## src/rtl/sf_chan_sched.sv

```systemverilog
// Time-multiplexed first-order smoothing scheduler.
// NCH channels share one filter datapath through a round-robin arbiter. Each channel keeps
// its own state/primed context, so each behaves as an independent y += (x - y) >>> SHIFT.
// Pipeline: arbiter -> S1 (sample, channel) -> output stage (compute, state write, out_*).
module sf_chan_sched #(
    parameter int unsigned NCH   = 4,
    parameter int unsigned DW    = 16,
    parameter int unsigned SHIFT = 2,
    parameter int unsigned CW    = $clog2(NCH)
) (
    input  logic              clk,
    input  logic              rst,
    input  logic [NCH-1:0]    in_valid,
    input  logic [NCH*DW-1:0] in_data,
    output logic [NCH-1:0]    in_ready,
    input  logic [NCH-1:0]    ch_clear,
    output logic              out_valid,
    input  logic              out_ready,
    output logic [CW-1:0]     out_ch,
    output logic [DW-1:0]     out_data,
    output logic              busy
);

    // Pipeline registers
    logic          s1_valid_q;
    logic [DW-1:0] s1_data_q;
    logic [CW-1:0] s1_ch_q;
    logic          out_valid_q;
    logic [CW-1:0] out_ch_q;
    logic [DW-1:0] out_data_q;
    logic [CW-1:0] rr_ptr_q, rr_ptr_d;

    // Per-channel context
    logic [DW-1:0]  state_q [NCH];
    logic [NCH-1:0] primed_q;

    // Handshake / arbitration signals
    logic           out_load;
    logic           s1_load;
    logic [NCH-1:0] grant;
    logic [CW-1:0]  grant_idx;
    logic           grant_found;
    logic           transfer;
    logic [DW-1:0]  in_word [NCH];

    // Datapath signals
    logic signed [DW:0] x_ext;
    logic signed [DW:0] st_ext;
    logic signed [DW:0] diff;
    logic signed [DW:0] sum;
    logic [DW-1:0]      y_new;
    logic               upd;
    logic               unused_sum_msb;

    assign out_load = !out_valid_q || out_ready;
    assign s1_load  = !s1_valid_q || out_load;
    assign upd      = out_load && s1_valid_q;

    // Unpack the flat sample bus into per-channel words
    always_comb begin
        for (int i = 0; i < NCH; i++) begin
            in_word[i] = in_data[i*DW +: DW];
        end
    end

    // Round-robin search starting at rr_ptr_q, wrapping NCH-1 -> 0
    always_comb begin
        logic [CW:0]   pos;
        logic [CW-1:0] idx;
        grant       = '0;
        grant_idx   = '0;
        grant_found = 1'b0;
        pos         = '0;
        idx         = '0;
        for (int k = 0; k < NCH; k++) begin
            pos = {1'b0, rr_ptr_q} + (CW+1)'(k);
            if (pos >= (CW+1)'(NCH)) begin
                pos = pos - (CW+1)'(NCH);
            end
            idx = pos[CW-1:0];
            if (!grant_found && in_valid[idx]) begin
                grant_found = 1'b1;
                grant[idx]  = 1'b1;
                grant_idx   = idx;
            end
        end
    end

    // Grant is only exposed while S1 can load; reset forces it low immediately
    assign in_ready = (s1_load && !rst) ? grant : '0;
    assign transfer = grant_found && s1_load && !rst;

    // Pointer advances past the granted channel only on an actual transfer
    always_comb begin
        rr_ptr_d = rr_ptr_q;
        if (transfer) begin
            if (grant_idx == CW'(NCH - 1)) begin
                rr_ptr_d = '0;
            end else begin
                rr_ptr_d = grant_idx + CW'(1);
            end
        end
    end

    // Filter step; result always lies between x and old state, so DW+1 bits never overflow
    always_comb begin
        x_ext  = {s1_data_q[DW-1], s1_data_q};
        st_ext = {state_q[s1_ch_q][DW-1], state_q[s1_ch_q]};
        diff   = x_ext - st_ext;
        sum    = st_ext + (diff >>> SHIFT);
        y_new  = primed_q[s1_ch_q] ? sum[DW-1:0] : s1_data_q;
    end

    assign unused_sum_msb = sum[DW];

    // S1 register and round-robin pointer
    always_ff @(posedge clk or posedge rst) begin
        if (rst) begin
            s1_valid_q <= 1'b0;
            s1_data_q  <= '0;
            s1_ch_q    <= '0;
            rr_ptr_q   <= '0;
        end else begin
            rr_ptr_q <= rr_ptr_d;
            if (s1_load) begin
                s1_valid_q <= transfer;
                if (transfer) begin
                    s1_data_q <= in_word[grant_idx];
                    s1_ch_q   <= grant_idx;
                end
            end
        end
    end

    // Output stage: holds stable while stalled, drops valid when nothing advances
    always_ff @(posedge clk or posedge rst) begin
        if (rst) begin
            out_valid_q <= 1'b0;
            out_ch_q    <= '0;
            out_data_q  <= '0;
        end else if (out_load) begin
            out_valid_q <= s1_valid_q;
            if (s1_valid_q) begin
                out_ch_q   <= s1_ch_q;
                out_data_q <= y_new;
            end
        end
    end

    // Channel context; a clear wins over a coincident update of the same channel
    always_ff @(posedge clk or posedge rst) begin
        if (rst) begin
            for (int i = 0; i < NCH; i++) begin
                state_q[i] <= '0;
            end
            primed_q <= '0;
        end else begin
            for (int i = 0; i < NCH; i++) begin
                if (ch_clear[i]) begin
                    state_q[i]  <= '0;
                    primed_q[i] <= 1'b0;
                end else if (upd && (s1_ch_q == CW'(i))) begin
                    state_q[i]  <= y_new;
                    primed_q[i] <= 1'b1;
                end
            end
        end
    end

    assign out_valid = out_valid_q;
    assign out_ch    = out_ch_q;
    assign out_data  = out_data_q;
    assign busy      = s1_valid_q | out_valid_q;

endmodule

```

## config.mk

```make
export PLATFORM = sky130hd
export DESIGN_NAME = sf_chan_sched
export DESIGN_NICKNAME = d
export VERILOG_FILES = /design/src/rtl/sf_chan_sched.sv
export SDC_FILE = /design/constraint.sdc
export NUM_CORES = 1
export LEC_CHECK = 0
export BUFFER_PORTS_ARGS = -buffer_cell sky130_fd_sc_hd__clkbuf_2
export CAP_MARGIN = 40
export CORE_ASPECT_RATIO = 1.2
export CORE_MARGIN = 2
export CORE_UTILIZATION = 50
export CTS_BUF_LIST = sky130_fd_sc_hd__clkbuf_2
export DETAILED_ROUTE_END_ITERATION = 16
export PLACE_DENSITY_LB_ADDON = 0.15
export SLEW_MARGIN = 20
export SYNTH_ARGS = -nofsm -noshare
export SYNTH_HDL_FRONTEND = slang
export SYNTH_SLANG_ARGS = --single-unit
```

## constraint.sdc

```tcl
create_clock -name clk -period 7.9 [get_ports clk]
set_input_delay 1.975 -clock clk [delete_from_list [all_inputs] [get_ports clk]]
set_output_delay 1.975 -clock clk [all_outputs]
set_load 0.02 [all_outputs]
```

After elaboration in Yosys (flattened, before gate mapping) --
Index checks and enable logic that the tools add are counted. W data, S select, Z words.
Cells by class: magnitude comparators 15, bitwise logic cells 6, equality and inequality tests 4, add/subtract/negate cells 10, muxes and demuxes 59, reduce and logical (&&, ||, !) cells 30
Operators with widths (number):
- $mux W16 | 13
- $bmux W16 S2 | 2
- $mux W1 | 21
- $mux W4 | 5
- $mux W2 | 9
- $sub A16 B16 Y17 | 1
- $add A16 B15 Y16 | 1
- $ge A3 B3 Y1 const B | 5
- $logic_and A1 B1 Y1 | 15
- $lt A2 B3 Y1 const B | 5
- $or A4 B4 Y4 | 3
- $bmux W1 S2 | 5
- $demux W1 S2 | 4
- $ge A2 B1 Y1 const B | 4
- $reduce_bool A2 Y1 | 4
- $sub A2 B1 Y2 const B | 4
- $add A2 B2 Y3 const B | 2
- $eq A2 B2 Y1 const B | 3
- $logic_not A1 Y1 | 6
- $not A2 Y3 | 2
- $reduce_and A2 Y1 | 2
- $add A2 B1 Y3 const B | 1
- $ge A2 B3 Y1 const B | 1
- $add A2 B1 Y2 const B | 1
- other kinds (4) | 5
Storage, ports and cells: flip-flop bits (word level) 108, bits of input ports 75, word-level logic and storage cells 139

Depth between registers and ports, before layout --
Gate-level depths: netlist of the first run.
depth after elaboration 18, mapped depth 22, mapped depth without buffers 18

Worst setup path before layout of the first run --
No wires, ideal clock.
path type input to output, start point input rst, end point output in_ready[0], arrival time 5115 ps, setup slack 810 ps, required time 5925 ps, stages on the path 3, buffers on the path 0, path through inv_1 > nand2_1 > nor2_1
Between the ends: longest elaborated chain between the ends 3
Ends and longest elaborated chain:
- start, declared | line 12 | input logic rst,
- $logic_not A1 Y1 (no line)
- $logic_and A1 B1 Y1 | line 90 | assign in_ready = (s1_load && !rst) ? grant : '0;
- $mux W4 | line 90
- end, declared | line 15 | output logic [NCH-1:0] in_ready,
Every way passes these cells.

==> results.cfg, run 1 <==
[cts]
cts_buffers = 9
cts.reportedPaths.clkPinSlew_ns = 0.29
cts.sinks = 108
h-tree-depth = 3
post-cts-setup-buffer-count = 0
cts_root_buf = clkbuf_2
clk_latency_ns = 0.64
cts_resized = 0
clockBufferDepth = 2
postCtsHoldBufs = 0
cts_tree = done

[yosys]
synth.avg_cell_area_um2 = 9.44
synth_top_area_share = 0.360
yosysMostFrequentCell = dfrtp_1
synthDistinctLibCells = 67
synth_edf_count = 0
synth_flop_cell = dfrtp_1
synth_warnings = 0
synth-seq-area-share = 0.360
async_flop_share = 1.00
ys_ff_latch = 108
postSynthCellCount = 796
postSynthNetCount = 912
synth_area_um2 = 7510
synthTopCellsByArea = dfrtp_1 36%, ha_1 6.7%, mux2i_1 6.7%
synth_common_cells = 108 x dfrtp_1, 106 x nor2_1, 59 x nand2_1
synth_area_leader_cell = dfrtp_1

[global_routing]
grt_usage = 0.240
grt_max_degree = 55
antenna_found_initial = 0
first_global_vias = 6198
grt_pass1_wl_um = 30600
overflow = 0

[worst_setup_path]
critPathLaunchType = register
reg2regPathDepth = 19
endpoint = in_ready[3]
slowest_stage = dfrtp_1
reg2reg_slack_ns = 2.25
timing.rr.start = s1_ch_q[0]$_DFFE_PP0P_
critPathRequiredTime_ns = 5.93
regToRegEndpoint = state_q[45]$_DFFE_PP0P_
crit_fanout = 15
crit_top_cell = nor2_1
critPathBufInv = 2
critPathTopFamily = flip-flops
setup.worst_path.class = reg2out
cp-end-kind = output port
cp.depth = 9
slowest_delay_ns = 0.78
worstPathArrival_ns = 4.05
cp_cell_sequence = inv_1, ha_1, mux4_1, a211oi_1, a22oi_1, nor2_1, a221oi_1, nor2_1, clkbuf_2

[die]
core_um2 = 14800
die_x_um = 116
die_h_um = 138
io_pins = 99
fp-row-count = 49
initial_core_util = 0.506
die_area_um2 = 16000

[hold_path]
holdCritStartpoint = out_data[9]$_DFFE_PP0P_
hold_depth = 2
hp-class = reg2reg

[sta]
layout_setup_ws_ns = 1.88
setup_viol = 0
clock-skew-final_ns = 0.0215
slew_headroom = 0.471
fin_crit_ns = 6.02
fmax_ghz = 0.166
drv_slew = 0
hold_violations = 0
rsz0062_at_grt = no
worst_pin_slew_ns = 0.794
setup-tns-final_ns = 0
finalCritPeriodShare = 0.762

[place]
port_buffers = 98
post-place-ws_ns = 2.06
dpl.cell_count = 1055
place.gp.congestion = 0.885
dp_hpwl_um = 13900

[route]
drt_wl_total_um = 18900
antenna_left = 0
viasPerCell = 5.86
drtPass1Iterations = 6
drtIter0Drc = 363
wl_per_cell_um = 17.7
drc = 0
via_count = 6278

[pwr]
p_leak_uw = 0.00369
ir_worst_vdd_v = 0.000180
powerDensity_nw_per_um2 = 468

[finish]
num_antenna_cells = 0
stdcell_count = 1072
drive_gt1_frac = 0.219
utilization = 0.555
areaGrowthSynthToFinish_pct = 9.56
nNetsFinal = 979

[run]
drv_cap = 0

[outcome]
status = complete, no violations
## kinds of logic (layout without fill, tap and decap cells)
family | Yosys count | in the layout | share of synthesized area
buffers and inverters | 79 | 151 | 0.0491
adder cells (fa/ha/maj) | 41 | 41 | 0.0693
AO/OA/AOI/OAI | 226 | 226 | 0.205
flip-flops | 108 | 108 | 0.360
XOR/XNOR | 24 | 24 | 0.0280
AND/OR/NAND/NOR | 230 | 230 | 0.138
multiplexers | 88 | 88 | 0.150
## worst reg2reg max path, stage by stage (launching register included)
cell and delay, ns:
dfrtp_1 0.40, buf_4 0.39, mux4_2 0.64, inv_1 0.08, ha_1 0.26, and2_1 0.19, a221oi_1 0.39, o22ai_1 0.19
o41a_1 0.45, a21o_1 0.22, a21oi_1 0.16, xnor2_1 0.17, ha_1 0.31, a21o_1 0.20, a21o_1 0.18, a32o_1 0.33
o21a_1 0.23, o21ai_2 0.18, or3b_2 0.46, a21oi_1 0.14
## metal layers
layer,GRT usage,wire length [µm]
met2,0.408,9280
met1,0.321,8460
met3,0.0219,793
met4,0.0802,395
met5,0,0
## report_power, final
group	internal [µW]	switching, µW
registers	702	128
clock network	47.2	198
logic	1160	1620
total	1910	1940
## layout make-up
| class | count | area [µm²] |
|---|---|---|
| fill | 1375 | 6610 |
| timing repair buffer | 111 | 624 |
| inverter | 24 | 92.6 |
| clock buffer | 10 | 50.0 |
| clock inverter | 6 | 46.3 |
| tap | 204 | 255 |
| multi-input combinational | 609 | 4460 |
| sequential | 108 | 2700 |
## stage by stage
stage,area [µm²],power [µW],hold WS (ns)
2_1_floorplan,7510,3010,0.461
3_3_place_gp,8060,3470,0.465
3_5_place_dp,8130,3580,0.476
4_1_cts,8220,3830,0.533
5_1_grt,8230,4180,0.560
6_report,8230,3850,0.529
## flip-flops by register name, indices dropped and copies added (netlist names), named ones only
name	count
out_valid	1
s1_valid_q	1
out_data	16
rr_ptr_q	1
s1_ch_q	2
s1_data_q	16
out_ch	2
state_q	64
primed_q	4
## how the worst min path moves through the flow
| stage | slack [ns] | endpoint |
|---|---|---|
| floorplan | 0.46 | primed_q[2]$_DFFE_PP0P_ |
| global placement | 0.46 | out_data[5]$_DFFE_PP0P_ |
| detailed placement | 0.48 | out_data[1]$_DFFE_PP0P_ |
| CTS | 0.53 | out_data[8]$_DFFE_PP0P_ |
| global route | 0.56 | out_data[8]$_DFFE_PP0P_ |
| finish | 0.53 | out_data[9]$_DFFE_PP0P_ |
## cell usage in the layout, fill, tap and decap left out, drive strengths merged, types with 5 or more instances in the layout
cell type	instances
o22ai	7
nor3	7
xor2	6
and2	5
xnor2	18
dfrtp	108
or2	7
a22oi	8
nand2	59
mux2i	51
mux2	20
a21oi	45
clkbuf	108
o21a	11
nand3	9
a311oi	6
buf	13
inv	27
a21o	11
o21ai	53
o211ai	5
ha	40
nor2b	5
mux4	17
nand2b	8
a211oi	48
a221oi	5
nor2	106
Power figures use the tool's default switching activity.
==> run 2, diff against run 1 <==
- clock period: 7.9 -> 5 ns (I/O delays scaled with it)
==> run 2 against run 1 <==
Against the previous run:
- non-clock buffer count increased by 19
- via count increased by 2.8%
- register-to-register slack got worse by 2.1 ns
- critical path depth increased by 11
- die area unchanged
- routed wire length increased by 5.1%
- critical path type is now reg2reg
- highest routed layer unchanged
==> results.cfg, run 2 (synthesis results as in run 1) <==
[die]
die_h_um = 138
die_area_um2 = 16000
fp-row-count = 49
initial_core_util = 0.506
die_x_um = 116
core_um2 = 14800
io_pins = 99

[sta]
hold_ws_ns = 0.526
fin_crit_ns = 4.87
drv_slew = 0
setup-tns-final_ns = 0
fmax_ghz = 0.205
hold_violations = 0
finalCritPeriodShare = 0.974
clock-skew-final_ns = 0.0231
setup_viol = 0
worst_pin_slew_ns = 0.813
slew_headroom = 0.452

[global_routing]
first_global_vias = 6213
overflow = 0
antenna_found_initial = 1
grt_max_degree = 59
grt_usage = 0.248
grt_pass1_wl_um = 31500

[finish]
regMostFlops = state_q
drive_gt1_frac = 0.264
nNetsFinal = 998
areaGrowthSynthToFinish_pct = 13.6
layout_common_cells = 107 x clkbuf_2, 106 x nor2_1, 106 x dfrtp_1
stdcell_count = 1092
nFillCells = 1334
mostFrequentLayoutCell = clkbuf_2
largest_reg_flops = 64

[route]
drc = 0
via_count = 6455
drtIter0Drc = 440
wl_per_cell_um = 18.2
drt_wl_total_um = 19900
antenna_left = 0
viasPerCell = 5.91
drtPass1Iterations = 7

[place]
port_buffers = 98
dpl.cell_count = 1065
place.gp.congestion = 0.924
dp_hpwl_um = 14500

[hold_path]
hp-class = reg2reg

[worst_setup_path]
critPathLaunchType = register
critPathRequiredTime_ns = 5.54
crit_fanout = 5
cp-end-kind = register
setup.worst_path.class = reg2reg
worstPathArrival_ns = 5.41

[run]
drv_cap = 0

[cts]
clockBufferDepth = 2
cts.reportedPaths.clkPinSlew_ns = 0.29
cts_buffers = 9
cts_tree = done
postCtsHoldBufs = 0
cts.sinks = 108
h-tree-depth = 3
cts_root_buf = clkbuf_2
clk_latency_ns = 0.64

[pwr]
powerDensity_nw_per_um2 = 773
ir_worst_vdd_v = 0.000282
p_leak_uw = 0.00381

[outcome]
status = complete, no violations
run 2: layout make-up:
cell class	count	area, µm²	area share
Multi-Input combinational cell	609	4590	0.538
Clock inverter	7	48.8	0.00572
Sequential cell	108	2710	0.317
Timing Repair Buffer	130	790	0.0925
Inverter	24	93.8	0.0110
Antenna cell	1	2.50	0.000293
Clock buffer	9	45.0	0.00528
Tap cell	204	255	0.0299
run 2: report_power, final:
group          switching (µW)  internal [µW]  total (µW)
clock network             311           67.5         378
logic                    2750           2160        4910
registers                 197           1110        1310
total                    3260           3340        6590
run 2: critical path, stage by stage, from the launching register on:
cell and delay [ns]:
dfrtp_2 0.48, mux4_2 0.54, inv_2 0.09, ha_4 0.21, and2_4 0.17, a221oi_4 0.26
o22ai_2 0.13, o41a_1 0.43, buf_4 0.17, a311o_1 0.34, xor2_2 0.22, ha_1 0.30
nand2_1 0.12, a21boi_0 0.12, a211oi_2 0.28, buf_4 0.16, nand2_1 0.08, a31o_2 0.27
a21oi_1 0.14, buf_4 0.17, a211oi_1 0.08
run 2: final timing paths:
path / from / endpoint / slack, ns / cells after the start
worst min register to register: out_data[7]$_DFFE_PP0P_ / out_data[7]$_DFFE_PP0P_ / 0.53 / 2
worst max register to register: s1_ch_q[0]$_DFFE_PP0P_ / state_q[12]$_DFFE_PP0P_ / 0.13 / 20
worst max-delay path: s1_ch_q[0]$_DFFE_PP0P_ / state_q[12]$_DFFE_PP0P_ / 0.13 / 20
worst min-delay path: out_data[7]$_DFFE_PP0P_ / out_data[7]$_DFFE_PP0P_ / 0.53 / 2
max in group asynchronous: rst / state_q[0]$_DFFE_PP0P_ / 3.70 / 3
min in group asynchronous: rst / s1_data_q[9]$_DFFE_PP0P_ / 0.71 / 3
run 2: stage by stage:
stage / utilization / area, µm² / worst slack (ns) / total power, µW
floorplan: - / 7520 / 0.0223 / 4760
global placement: 0.550 / 8160 / 0.0855 / 5650
detailed placement: 0.551 / 8170 / -0.0214 / 5790
CTS: 0.559 / 8290 / 0.0424 / 6220
global route: 0.575 / 8530 / -0.0286 / 7100
finish: 0.575 / 8530 / 0.130 / 6590
run 2: timing repair:
action | CTS | global route
buffers inserted | 0 | 8
pin swaps | 0 | 11
endpoints found under the setup margin | 13 | 33
gates resized for setup | 4 | 30
run 2: metal layers:
metal	routed length, µm	up-vias	GRT usage
li1	-	3078	-
met1	8790	3135	0.340
met2	9720	219	0.409
met3	1050	23	0.0246
met4	320	0	0.0852
met5	0	-	0
==> run 3, diff against run 2 <==
- PLACE_DENSITY: unset -> 0.73
- PLACE_DENSITY_LB_ADDON: 0.15 -> unset
==> run 3 against run 2 <==
Against the previous run:
- cell count is essentially flat
- highest routed layer unchanged
- die area is the same
- critical path type unchanged
- routed wire length fell by 3.4%
==> results.cfg, run 3 (synthesis results as in run 1) <==
[outcome]
status = complete, no violations

[route]
drtIter0Drc = 408
antenna_left = 0
viasPerCell = 5.84
wl_per_cell_um = 17.6
drtPass1Iterations = 5
drt_wl_total_um = 19200
via_count = 6369
drc = 0

[sta]
setup-tns-final_ns = 0
fmax_ghz = 0.207
setup_viol = 0
layout_setup_ws_ns = 0.162
finalCritPeriodShare = 0.968
hold_ws_ns = 0.524
worst_pin_slew_ns = 0.653
hold_violations = 0
fin_crit_ns = 4.84
drv_slew = 0
slew_headroom = 0.553
clock-skew-final_ns = 0.0574

[cts]
cts_root_buf = clkbuf_2
cts_tree = done
clockBufferDepth = 2
clk_latency_ns = 0.67
cts_buffers = 9
cts.sinks = 108
h-tree-depth = 3
cts.reportedPaths.clkPinSlew_ns = 0.29

[die]
die_x_um = 116
fp-row-count = 49
die_h_um = 138
core_um2 = 14800
initial_core_util = 0.506
die_area_um2 = 16000
io_pins = 99

[finish]
largest_reg_flops = 64
layout_common_cells = 107 x clkbuf_2, 106 x nor2_1, 106 x dfrtp_1
nNetsFinal = 998
drive_gt1_frac = 0.257
mostFrequentLayoutCell = clkbuf_2
areaGrowthSynthToFinish_pct = 13.2
regMostFlops = state_q
utilization = 0.573
num_antenna_cells = 0

[worst_setup_path]
cp_cell_sequence = mux4_2, inv_1, ha_4, and2_4, a221oi_4, o22ai_2, o41a_1, buf_4, a311o_1, xor2_1, ha_1, and4_1, o211a_1, a32o_2, o21a_1, o21ai_2, or3b_2, a21oi_1
critPathLaunchType = register
timing.rr.start = s1_ch_q[0]$_DFFE_PP0P_
critPathRequiredTime_ns = 5.58
cp-end-kind = register
worstPathArrival_ns = 5.42
crit_fanout = 4
crit_path_start = s1_ch_q[0]$_DFFE_PP0P_
slowest_stage = mux4_2
slowest_delay_ns = 0.52
critPathTopFamily = compound AO/OA/AOI/OAI gates
critPathBufInv = 2
setup.worst_path.class = reg2reg

[hold_path]
hp-class = reg2reg
holdCritStartpoint = out_data[0]$_DFFE_PP0P_

[place]
port_buffers = 98
dp_hpwl_um = 14000
post-place-ws_ns = -0.00844
place.gp.congestion = 0.904

[global_routing]
grt_max_degree = 49
grt_pass1_wl_um = 30900
first_global_vias = 6026
overflow = 0
antenna_found_initial = 0
grt_usage = 0.243

[pwr]
powerDensity_nw_per_um2 = 770
p_leak_uw = 0.00381
ir_worst_vdd_v = 0.000271
fin_total_pwr_uw = 6540

[run]
drv_cap = 0
## run 3: cell count changes in the layout (fill, tap and decap cells not counted), sizes merged
cell and change:
clkinvlp -1, bufinv +1, diode -1
## run 3: timing repair
| item | 4_1_cts | 5_1_grt |
|---|---|---|
| endpoints found under the setup margin | 8 | 34 |
| resized for setup | 2 | 31 |
| pin swaps | 1 | 13 |
| hold buffers | 0 | 0 |
| setup buffers | 2 | 8 |
## run 3: final timing paths
check                      cells after the start  slack [ns]                       end
setup / recovery                              18        0.16   state_q[61]$_DFFE_PP0P_
hold / removal                                 2        0.52   out_data[0]$_DFFE_PP0P_
setup reg to reg                              18        0.16   state_q[61]$_DFFE_PP0P_
hold reg to reg                                2        0.52   out_data[0]$_DFFE_PP0P_
max in group asynchronous                      4        3.27   primed_q[3]$_DFFE_PP0P_
min in group asynchronous                      2        0.54  s1_data_q[8]$_DFFE_PP0P_
## run 3: through the flow
step	cells	area, µm²
after floorplan	796	7520
after global placement	1063	8150
after detailed placement	1065	8180
after CTS	1083	8330
after global routing	1091	8500
final	1091	8500
## run 3: final cells by class
cell class              instances  area, µm²
fillers                      1337       6340
inverters                      24       93.8
multi-input cells             609       4560
well taps                     204        255
flip-flops and latches        108       2710
repair buffers                130        768
clock buffers                   9       45.0
clock inverters                 7       75.1
## run 3: power by group
group          leakage (µW)  total (µW)  internal [µW]  switching, µW
Combinational       0.00231        4790           2120           2660
Clock             0.0000718         425            120            305
Sequential          0.00143        1330           1110            222
## run 3: layer usage
metal | up-vias | track usage | share of wire
met1 | 3053 | 0.337 | 0.43
met5 | - | 0 | 0
met4 | 0 | 0.101 | 0.036
met2 | 190 | 0.383 | 0.48
met3 | 47 | 0.0355 | 0.052
li1 | 3079 | - | -
## run 3: worst register-to-register path, delay by kind of cell (launching register included)
family / cells / cell delay, ns
AOI/OAI and AO/OA: 9 / 1.99
xor gates and xnor gates: 1 / 0.16
adders and majority gates: 2 / 0.57
buffers and inverters: 2 / 0.25
DFF: 1 / 0.49
muxes: 1 / 0.52
and+or+nand+nor: 3 / 0.80
